<file path="config.mk">
export PLATFORM = sky130hd
export DESIGN_NAME = jedro1_alu
export DESIGN_NICKNAME = d
export VERILOG_FILES = /design/src/rtl/jedro_1_defines.sv /design/src/rtl/jedro1_alu.sv
export SDC_FILE = /design/constraint.sdc
export NUM_CORES = 1
export LEC_CHECK = 0
export ABC_CLOCK_PERIOD_IN_PS = 1560
export CAP_MARGIN = 20
export CELL_PAD_IN_SITES_DETAIL_PLACEMENT = 0
export CELL_PAD_IN_SITES_GLOBAL_PLACEMENT = 1
export CORE_MARGIN = 2
export CORE_UTILIZATION = 28
export CTS_CLUSTER_SIZE = 28
export DETAILED_ROUTE_END_ITERATION = 8
export HOLD_SLACK_MARGIN = 0.03
export PLACE_DENSITY = 0.7
export SYNTH_ARGS = -nofsm -noshare
export SYNTH_HDL_FRONTEND = slang
export SYNTH_SLANG_ARGS = --single-unit
export TNS_END_PERCENT = 5
</file>
<file path="constraint.sdc">
create_clock -name clk_i -period 1.56 [get_ports clk_i]
set_clock_uncertainty 0.15 [all_clocks]
set_input_delay 0.312 -clock clk_i [delete_from_list [all_inputs] [get_ports clk_i]]
set_output_delay 0.312 -clock clk_i [all_outputs]
set_load 0.1 [all_outputs]
</file>
<file path="src/rtl/jedro_1_defines.sv">
// Shared widths and ALU operation encodings for the jedro_1 core.
package jedro_1_defines;

    localparam int DATA_WIDTH     = 32;
    localparam int ALU_OP_WIDTH   = 4;
    localparam int REG_ADDR_WIDTH = 5;

    // Encoding is {funct7[5], funct3}, so decode can pass instruction bits straight through.
    typedef enum logic [ALU_OP_WIDTH-1:0] {
        ALU_ADD  = 4'b0000,
        ALU_SUB  = 4'b1000,
        ALU_SLL  = 4'b0001,
        ALU_SLT  = 4'b0010,
        ALU_SLTU = 4'b0011,
        ALU_XOR  = 4'b0100,
        ALU_SRL  = 4'b0101,
        ALU_SRA  = 4'b1101,
        ALU_OR   = 4'b0110,
        ALU_AND  = 4'b0111
    } alu_op_e;

endpackage

</file>
<file path="src/rtl/jedro1_alu.sv">
// Single-cycle-latency ALU: result, equality/overflow flags and the write-back
// tag are all registered together so they leave the stage aligned.
module jedro1_alu
    import jedro_1_defines::*;
#(
    parameter int DATA_WIDTH = jedro_1_defines::DATA_WIDTH
) (
    input  logic                      clk_i,
    input  logic                      rstn_i,
    input  logic [ALU_OP_WIDTH-1:0]   sel_i,
    input  logic [DATA_WIDTH-1:0]     op_a_i,
    input  logic [DATA_WIDTH-1:0]     op_b_i,
    input  logic [REG_ADDR_WIDTH-1:0] dest_addr_i,
    input  logic                      wb_i,
    output logic [DATA_WIDTH-1:0]     res_ro,
    output logic                      ops_eq_ro,
    output logic                      overflow_ro,
    output logic [REG_ADDR_WIDTH-1:0] dest_addr_ro,
    output logic                      wb_ro
);

    localparam int MSB = DATA_WIDTH - 1;

    logic [DATA_WIDTH-1:0] sum;
    logic [DATA_WIDTH-1:0] diff;
    logic [4:0]            shamt;
    logic [DATA_WIDTH-1:0] res_d;
    logic                  ops_eq_d;
    logic                  overflow_d;

    assign sum   = op_a_i + op_b_i;
    assign diff  = op_a_i - op_b_i;
    assign shamt = op_b_i[4:0];

    always_comb begin
        // NOTE: every output gets a default first so no path through the case infers a latch.
        res_d      = '0;
        overflow_d = 1'b0;
        ops_eq_d   = (op_a_i == op_b_i);
        case (sel_i)
            ALU_ADD: begin
                res_d      = sum;
                overflow_d = (op_a_i[MSB] == op_b_i[MSB]) && (sum[MSB] != op_a_i[MSB]);
            end
            ALU_SUB: begin
                res_d      = diff;
                overflow_d = (op_a_i[MSB] != op_b_i[MSB]) && (diff[MSB] != op_a_i[MSB]);
            end
            ALU_SLL:  res_d = op_a_i << shamt;
            ALU_SRL:  res_d = op_a_i >> shamt;
            ALU_SRA:  res_d = $unsigned($signed(op_a_i) >>> shamt);
            ALU_SLT:  res_d = {{(DATA_WIDTH-1){1'b0}}, ($signed(op_a_i) < $signed(op_b_i))};
            ALU_SLTU: res_d = {{(DATA_WIDTH-1){1'b0}}, (op_a_i < op_b_i)};
            ALU_XOR:  res_d = op_a_i ^ op_b_i;
            ALU_OR:   res_d = op_a_i | op_b_i;
            ALU_AND:  res_d = op_a_i & op_b_i;
            default:  res_d = '0;
        endcase
    end

    // NOTE: sequential state uses non-blocking assignments and an async active-low clear.
    always_ff @(posedge clk_i or negedge rstn_i) begin
        if (!rstn_i) begin
            res_ro       <= '0;
            ops_eq_ro    <= 1'b0;
            overflow_ro  <= 1'b0;
            dest_addr_ro <= '0;
            wb_ro        <= 1'b0;
        end else begin
            res_ro       <= res_d;
            ops_eq_ro    <= ops_eq_d;
            overflow_ro  <= overflow_d;
            dest_addr_ro <= dest_addr_i;
            wb_ro        <= wb_i;
        end
    end

endmodule

</file>
* After elaboration in Yosys (flattened, before gate mapping) *
Cells that the tools add are included.

word-level totals
  register bits = 40
  input port bits = 76
  output and inout port bits = 40
  logic and storage cells = 34

cells by class
  $add $sub $neg = 2
  magnitude comparators = 2
  equality and inequality tests = 14
  shifts and indexed selects = 3
  muxes and demuxes = 2
  bitwise logic cells = 3
  reductions and logical operators = 3

operators with widths
  cell                  count
  $pmux W32 S10         1
  $lt A32 B32 Y1        2
  $add A32 B32 Y32      1
  $and A32 B32 Y32      1
  $eq A32 B32 Y1        1
  $or A32 B32 Y32       1
  $shl A32 B5 Y32       1
  $shr A32 B5 Y32       1
  $sshr A32 B5 Y32      1
  $sub A32 B32 Y32      1
  $xor A32 B32 Y32      1
  $eq A4 B3 Y1 const B  4
  $eq A4 B2 Y1 const B  2
  $eq A4 B4 Y1 const B  2
  $eq A4 B1 Y1 const B  1
  $logic_not A4 Y1      1
  $ne A1 B1 Y1          3
  $logic_and A1 B1 Y1   2
  $pmux W1 S2           1
  $eq A1 B1 Y1          1

* Logic depth before layout (Yosys ltp) *
  word-level depth = 4
  gate-level depth with buffers = 16
  gate-level depth less buffers = 12

* Least setup slack after synthesis *
Ideal clock, no wire load.

  kind = input -> register
  from = input port op_b_i[2]
  to = register res_ro[30]
  setup time = 0.139 ns
  arrival = 3.836 ns
  required time = 1.271 ns
  slack = -2.565 ns
  cell stages on the path = 16
  buffers on the path = 5
  path through = inv_1 -> buf_2 -> buf_2 -> buf_2 -> buf_1 -> ha_1 -> buf_6 -> o21ba_1 -> or4_4 -> nand4_2 -> and2_4 -> a31o_4 -> o21ai_2 -> or2_1 -> and4_4 -> or4b_1

between the ends
  cells in the longest elaborated chain, start to end = 2
  elaborated cells on any way between the ends = 6
  classes of those cells = 2 x add/sub; 3 x shift; 1 x mux

RTL lines
  element                                   line              source
  start: declaration                        jedro1_alu.sv:12  input logic [DATA_WIDTH-1:0] op_b_i,
  $sub A32 B32 Y32 (tied with other cells)  jedro1_alu.sv:32  assign diff = op_a_i - op_b_i;
  $pmux W32 S10 *                           jedro1_alu.sv:40  case (sel_i)
  named net res_d[30]                       jedro1_alu.sv:27  logic [DATA_WIDTH-1:0] res_d;
  end signal: assignment                    jedro1_alu.sv:70  res_ro <= res_d;
  end: declaration                          jedro1_alu.sv:15  output logic [DATA_WIDTH-1:0] res_ro,

The timed path passes the listed nets; every way through them passes the cells marked *.

* Final worst setup path *
  from = input port op_a_i[7]
  to = register res_ro[26]

between the ends
  cells in the longest elaborated chain, start to end = 2
  elaborated cells on any way between the ends = 6
  classes of those cells = 2 x add/sub; 3 x shift; 1 x mux

RTL lines
  element                                   line              source
  start: declaration                        jedro1_alu.sv:11  input logic [DATA_WIDTH-1:0] op_a_i,
  $sub A32 B32 Y32 (tied with other cells)  jedro1_alu.sv:32
  $pmux W32 S10 *                           jedro1_alu.sv:40
  named net res_d[26]                       jedro1_alu.sv:27

Marks and branches as above.

==> flow_summary.rst <==
.. list-table::
   :header-rows: 1

   * - Metric
     - Value
   * - Total die area
     - roughly 0.036 mm2
   * - Layout cells sized above 1
     - 0.4217
   * - Placed cells
     - about 2400
   * - Cell types with the largest area share after synthesis
     - ha_1 (13%), dfrtp_1 (10%), o21ai_0 (7.3%)
   * - Critical path endpoint category
     - flop
   * - Main combinational cell family by area after synthesis
     - compound AO/OA/AOI/OAI gates
   * - Leak Pwr
     - slightly below 8 nW
   * - Routed Antenna Nets
     - 0
   * - First-pass GRT wire length
     - 81110 um
   * - Starting density of the core
     - 0.2830
   * - Data arrival time of the critical path
     - roughly 3 ns
   * - Cell with the biggest individual delay on the critical path
     - mux2_2
   * - Share of flip-flops with an asynchronous set or reset after synthesis
     - 1.000
   * - WL/cell
     - 22.65 um
   * - Path type of the worst min-delay path
     - input port to flop
   * - Maximum capacitance violations
     - 0
   * - Via density per instance
     - 5.485
   * - Die X
     - between 150 and 200 um
   * - Pins Over Slew Limit
     - 0
   * - Placed instance area
     - ~0.016 mm2
   * - Setup repair after global routing missed its margin
     - yes
   * - Drt pass-1 iters
     - 6
   * - Cell-internal power
     - 4.928 mW
   * - I/O pin cnt
     - 116
   * - Pin count of the biggest net entering global routing
     - 53
   * - Part of the Yosys area used for sequential elements
     - 0.1029
   * - CTS H-tree depth
     - 2
   * - Number of placement rows
     - 68
   * - Syn_nets
     - 1587
   * - Number of global-route vias before repair
     - 13120
   * - Number of flops mapped to enable cells by yosys
     - 0
   * - Max Buffers Root-to-Sink
     - 2
   * - Critical path required time
     - 1.67 ns
   * - Setup Crit Path Kind
     - input port to flop
   * - Ratio of total power to cell area
     - 556.3 mW/mm2
   * - Share of the synthesized area in the top cell type
     - 0.1261
   * - TritonCTS Buffers
     - 5
   * - Number of storage elements in the synthesis netlist
     - 40
   * - Net Switching
     - ~4.5 mW
   * - Count of clock tree sinks
     - 40
   * - Delay contributed by the slowest stage of the critical path
     - around 0.36 ns
   * - Failing checks
     - setup timing
   * - Post-synthesis cell type with the largest combined area
     - ha_1
   * - Setup WS post-layout
     - -1.410 ns
   * - Synth-to-layout area growth
     - 73.73%
   * - Share of synthesized cell area in and, or, nand and nor gates
     - 0.1999
   * - Portion of the clock cycle consumed by the worst path in the final layout
     - 1.904
   * - Clock tree from TritonCTS
     - built
   * - Total global routing overflow
     - 0
   * - Final critical delay including setup and external delays
     - 2.970 ns
   * - Worst voltage drop across the vdd grid
     - 0.4153 mV
   * - Post-Layout Inst Area
     - 0.01690 mm2
   * - Cell breakdown of the critical path
     - dlygate4sd2_1 -> inv_2 -> ha_4 -> buf_4 -> a21o_1 -> buf_4 -> a21oi_1 -> nor2_1 -> nand3_4 -> a21bo_4 -> buf_4 -> and2_1 -> a31oi_1 -> mux2_2 -> nand3_1
   * - Synthesized-area fraction occupied by ao, oa, aoi and oai cells
     - 0.3517
   * - Startpoint types
     - input port
   * - Synthesis warning total
     - 0
   * - Proportion of synthesized area in mux cells
     - 0.1194
   * - XOR/XNOR Fraction of Synth Area
     - 0.01351
   * - F_max
     - 336.7 MHz
   * - Global placement routability congestion
     - 0.9874
   * - Critical Path Most Common Cell
     - buf_4
   * - Area of the core
     - approximately 0.034 mm2
   * - Cell area after synthesis
     - 0.009727 mm2
   * - Highest fanout seen on the critical path
     - 8
   * - Antenna violations before repair
     - 0
   * - Antenna Diode Count
     - 0
   * - Total number of nets in the final design
     - between 2000 and 2500
   * - Worst slew slack as a fraction of its limit
     - 0.5660
   * - Post-placement worst setup slack
     - -2.481 ns
   * - Clock power frac
     - 0.141
   * - Average cell area after synthesis
     - a little under 7 um2
   * - Slew of the pin with the lowest slew margin
     - between 0.6 and 0.7 ns
   * - Gate Count Post-Synth
     - roughly 1400
   * - Logic gate share of total power
     - 0.724
   * - Half-perimeter wire length after placement
     - 44650 um
   * - Switching Share
     - 0.4758
   * - Total detailed-routing wirelength
     - 55160 um
   * - Height of the chip
     - around 190 um
   * - Ys flop type
     - dfrtp_1
   * - Number of violations reported at the end of detailed-routing iteration 0
     - ~1100
   * - Area share of fa/ha/maj cells after synthesis
     - 0.1302
   * - Overall fraction of global-route tracks in use
     - 0.3001
   * - Via count
     - 13360
   * - Outcome
     - finished with violations
   * - Final setup violating endpoints
     - 34
   * - Number of library cell types mapped by synthesis
     - 86
   * - Part of the power in registers
     - 0.135
   * - Root cell of the clock tree
     - clkbuf_16
   * - Remaining routing DRC violations
     - 0
   * - Number of buffers inserted by port buffering
     - 115
   * - Number of filler instances in the final layout
     - 3423
   * - Non-filler instance count after layout
     - ~2400
   * - Number of hold-slack violations in the final timing report
     - 0
   * - Clock-pin slew on the worst setup and hold paths
     - 0.07 ns
-- logic make-up after synthesis --
family          after synthesis
flops                        40
simple gates                432
mux                          91
fa+ha+maj                   100
xor+xnor                     15
buf+inv                     202
compound gates              531
-- cell usage after synthesis, types with 5 or more instances --
master	n
and2_1	6
nor2b_1	17
o211ai_1	35
clkbuf_1	70
ha_1	98
a211o_1	7
a21oi_1	132
dfrtp_1	40
a211oi_1	42
o21ai_0	141
a221oi_1	7
o221ai_1	11
a21o_1	16
mux4_2	18
a22oi_1	9
buf_1	12
nand2b_1	11
o21a_1	10
mux2_2	20
nand3_1	26
nand2_1	146
o21bai_1	17
nor3_1	31
nor4_1	6
a221o_1	5
inv_1	88
or3_1	5
and3_1	5
o22ai_1	16
o31ai_1	13
a31oi_1	12
xnor2_1	12
nand4_1	12
mux2i_1	53
buf_2	26
nor2_1	149
-- path summary, 6_finish.rpt --
check                      slack (ns)      start  depth (start not counted)    endpoint
worst max-delay path            -1.41  op_a_i[7]                         15  res_ro[26]
worst min-delay path             0.28       wb_i                          1       wb_ro
max in group asynchronous        0.63     rstn_i                          3  res_ro[12]
min in group asynchronous        0.36     rstn_i                          3  res_ro[25]
-- registers in the layout (all words and copies together), names as in the netlist --
name          count
ops_eq_ro         1
dest_addr_ro      5
overflow_ro       1
res_ro           32
wb_ro             1
-- worst max-delay path: cells and delay by family --
family                   cells  cell delay [ns]
multiplexers                 1             0.36
adder cells (fa/ha/maj)      1             0.28
buffers and inverters        5             0.75
AND/OR/NAND/NOR              4             0.70
AO/OA/AOI/OAI                4             0.65
-- stage by stage --
stage | setup TNS (ns) | hold slack [ns] | power, mW | utilization
final | -39.46 | 0.2774 | 9.401 | 0.4916
after global routing | -42.23 | 0.2740 | 9.857 | 0.4916
after CTS | -39.84 | 0.2700 | 9.240 | 0.4825
after detailed placement | -68.67 | 0.1773 | 7.490 | 0.4513
after global placement | -67.75 | 0.1715 | 7.472 | 0.4513
after floorplan | -46.94 | -0.1336 | 4.312 | -
-- area by class of cell --
cell class / instances / area [um2] / area share
repair buffers: 671 / 5911 / 0.3498
flip-flops and latches: 40 / 1001 / 0.05923
well taps: 455 / 569.3 / 0.03369
clock inverters: 2 / 35.03 / 0.002073
clock buffers: 6 / 128.9 / 0.007626
inverters: 92 / 367.9 / 0.02177
multi-input cells: 1169 / 8886 / 0.5258
-- cells in the final DEF, fill, tap and decap left out, types with 33 or more instances in the layout --
cell type / n
buf_4: 530
mux2i_1: 49
a211oi_1: 33
inv_1: 54
a21oi_1: 117
nand2_1: 141
dfrtp_1: 40
buf_12: 51
inv_2: 33
o211ai_1: 35
nor2_1: 139
ha_1: 70
o21ai_0: 114
-- routing by layer --
metal | vias up | wire [um] | global-route usage
met5 | - | 0 | 0
met3 | 113 | 3295 | 0.03883
met2 | 532 | 24690 | 0.4838
met1 | 6403 | 23220 | 0.3811
li1 | 6307 | - | -
met4 | 0 | 3953 | 0.1822
-- power by group through the flow --
stage	Sequential (mW)	Combinational, mW	Clock (mW)
after floorplan	2.05	2.26	0
final	1.27	6.80	1.33
after CTS	1.27	6.59	1.37
after global routing	1.28	7.17	1.41
after detailed placement	1.29	6.20	0
after global placement	1.29	6.18	0
-- timing repair --
action	CTS	global route
endpoints found under the hold margin	40	0
hold buffers	1	0
pin swaps	47	40
setup endpoints to repair	34	34
gates resized for setup	231	79
buffers inserted	16	7
cloned	0	0
Note: power is estimated with default switching activity, not from simulation.
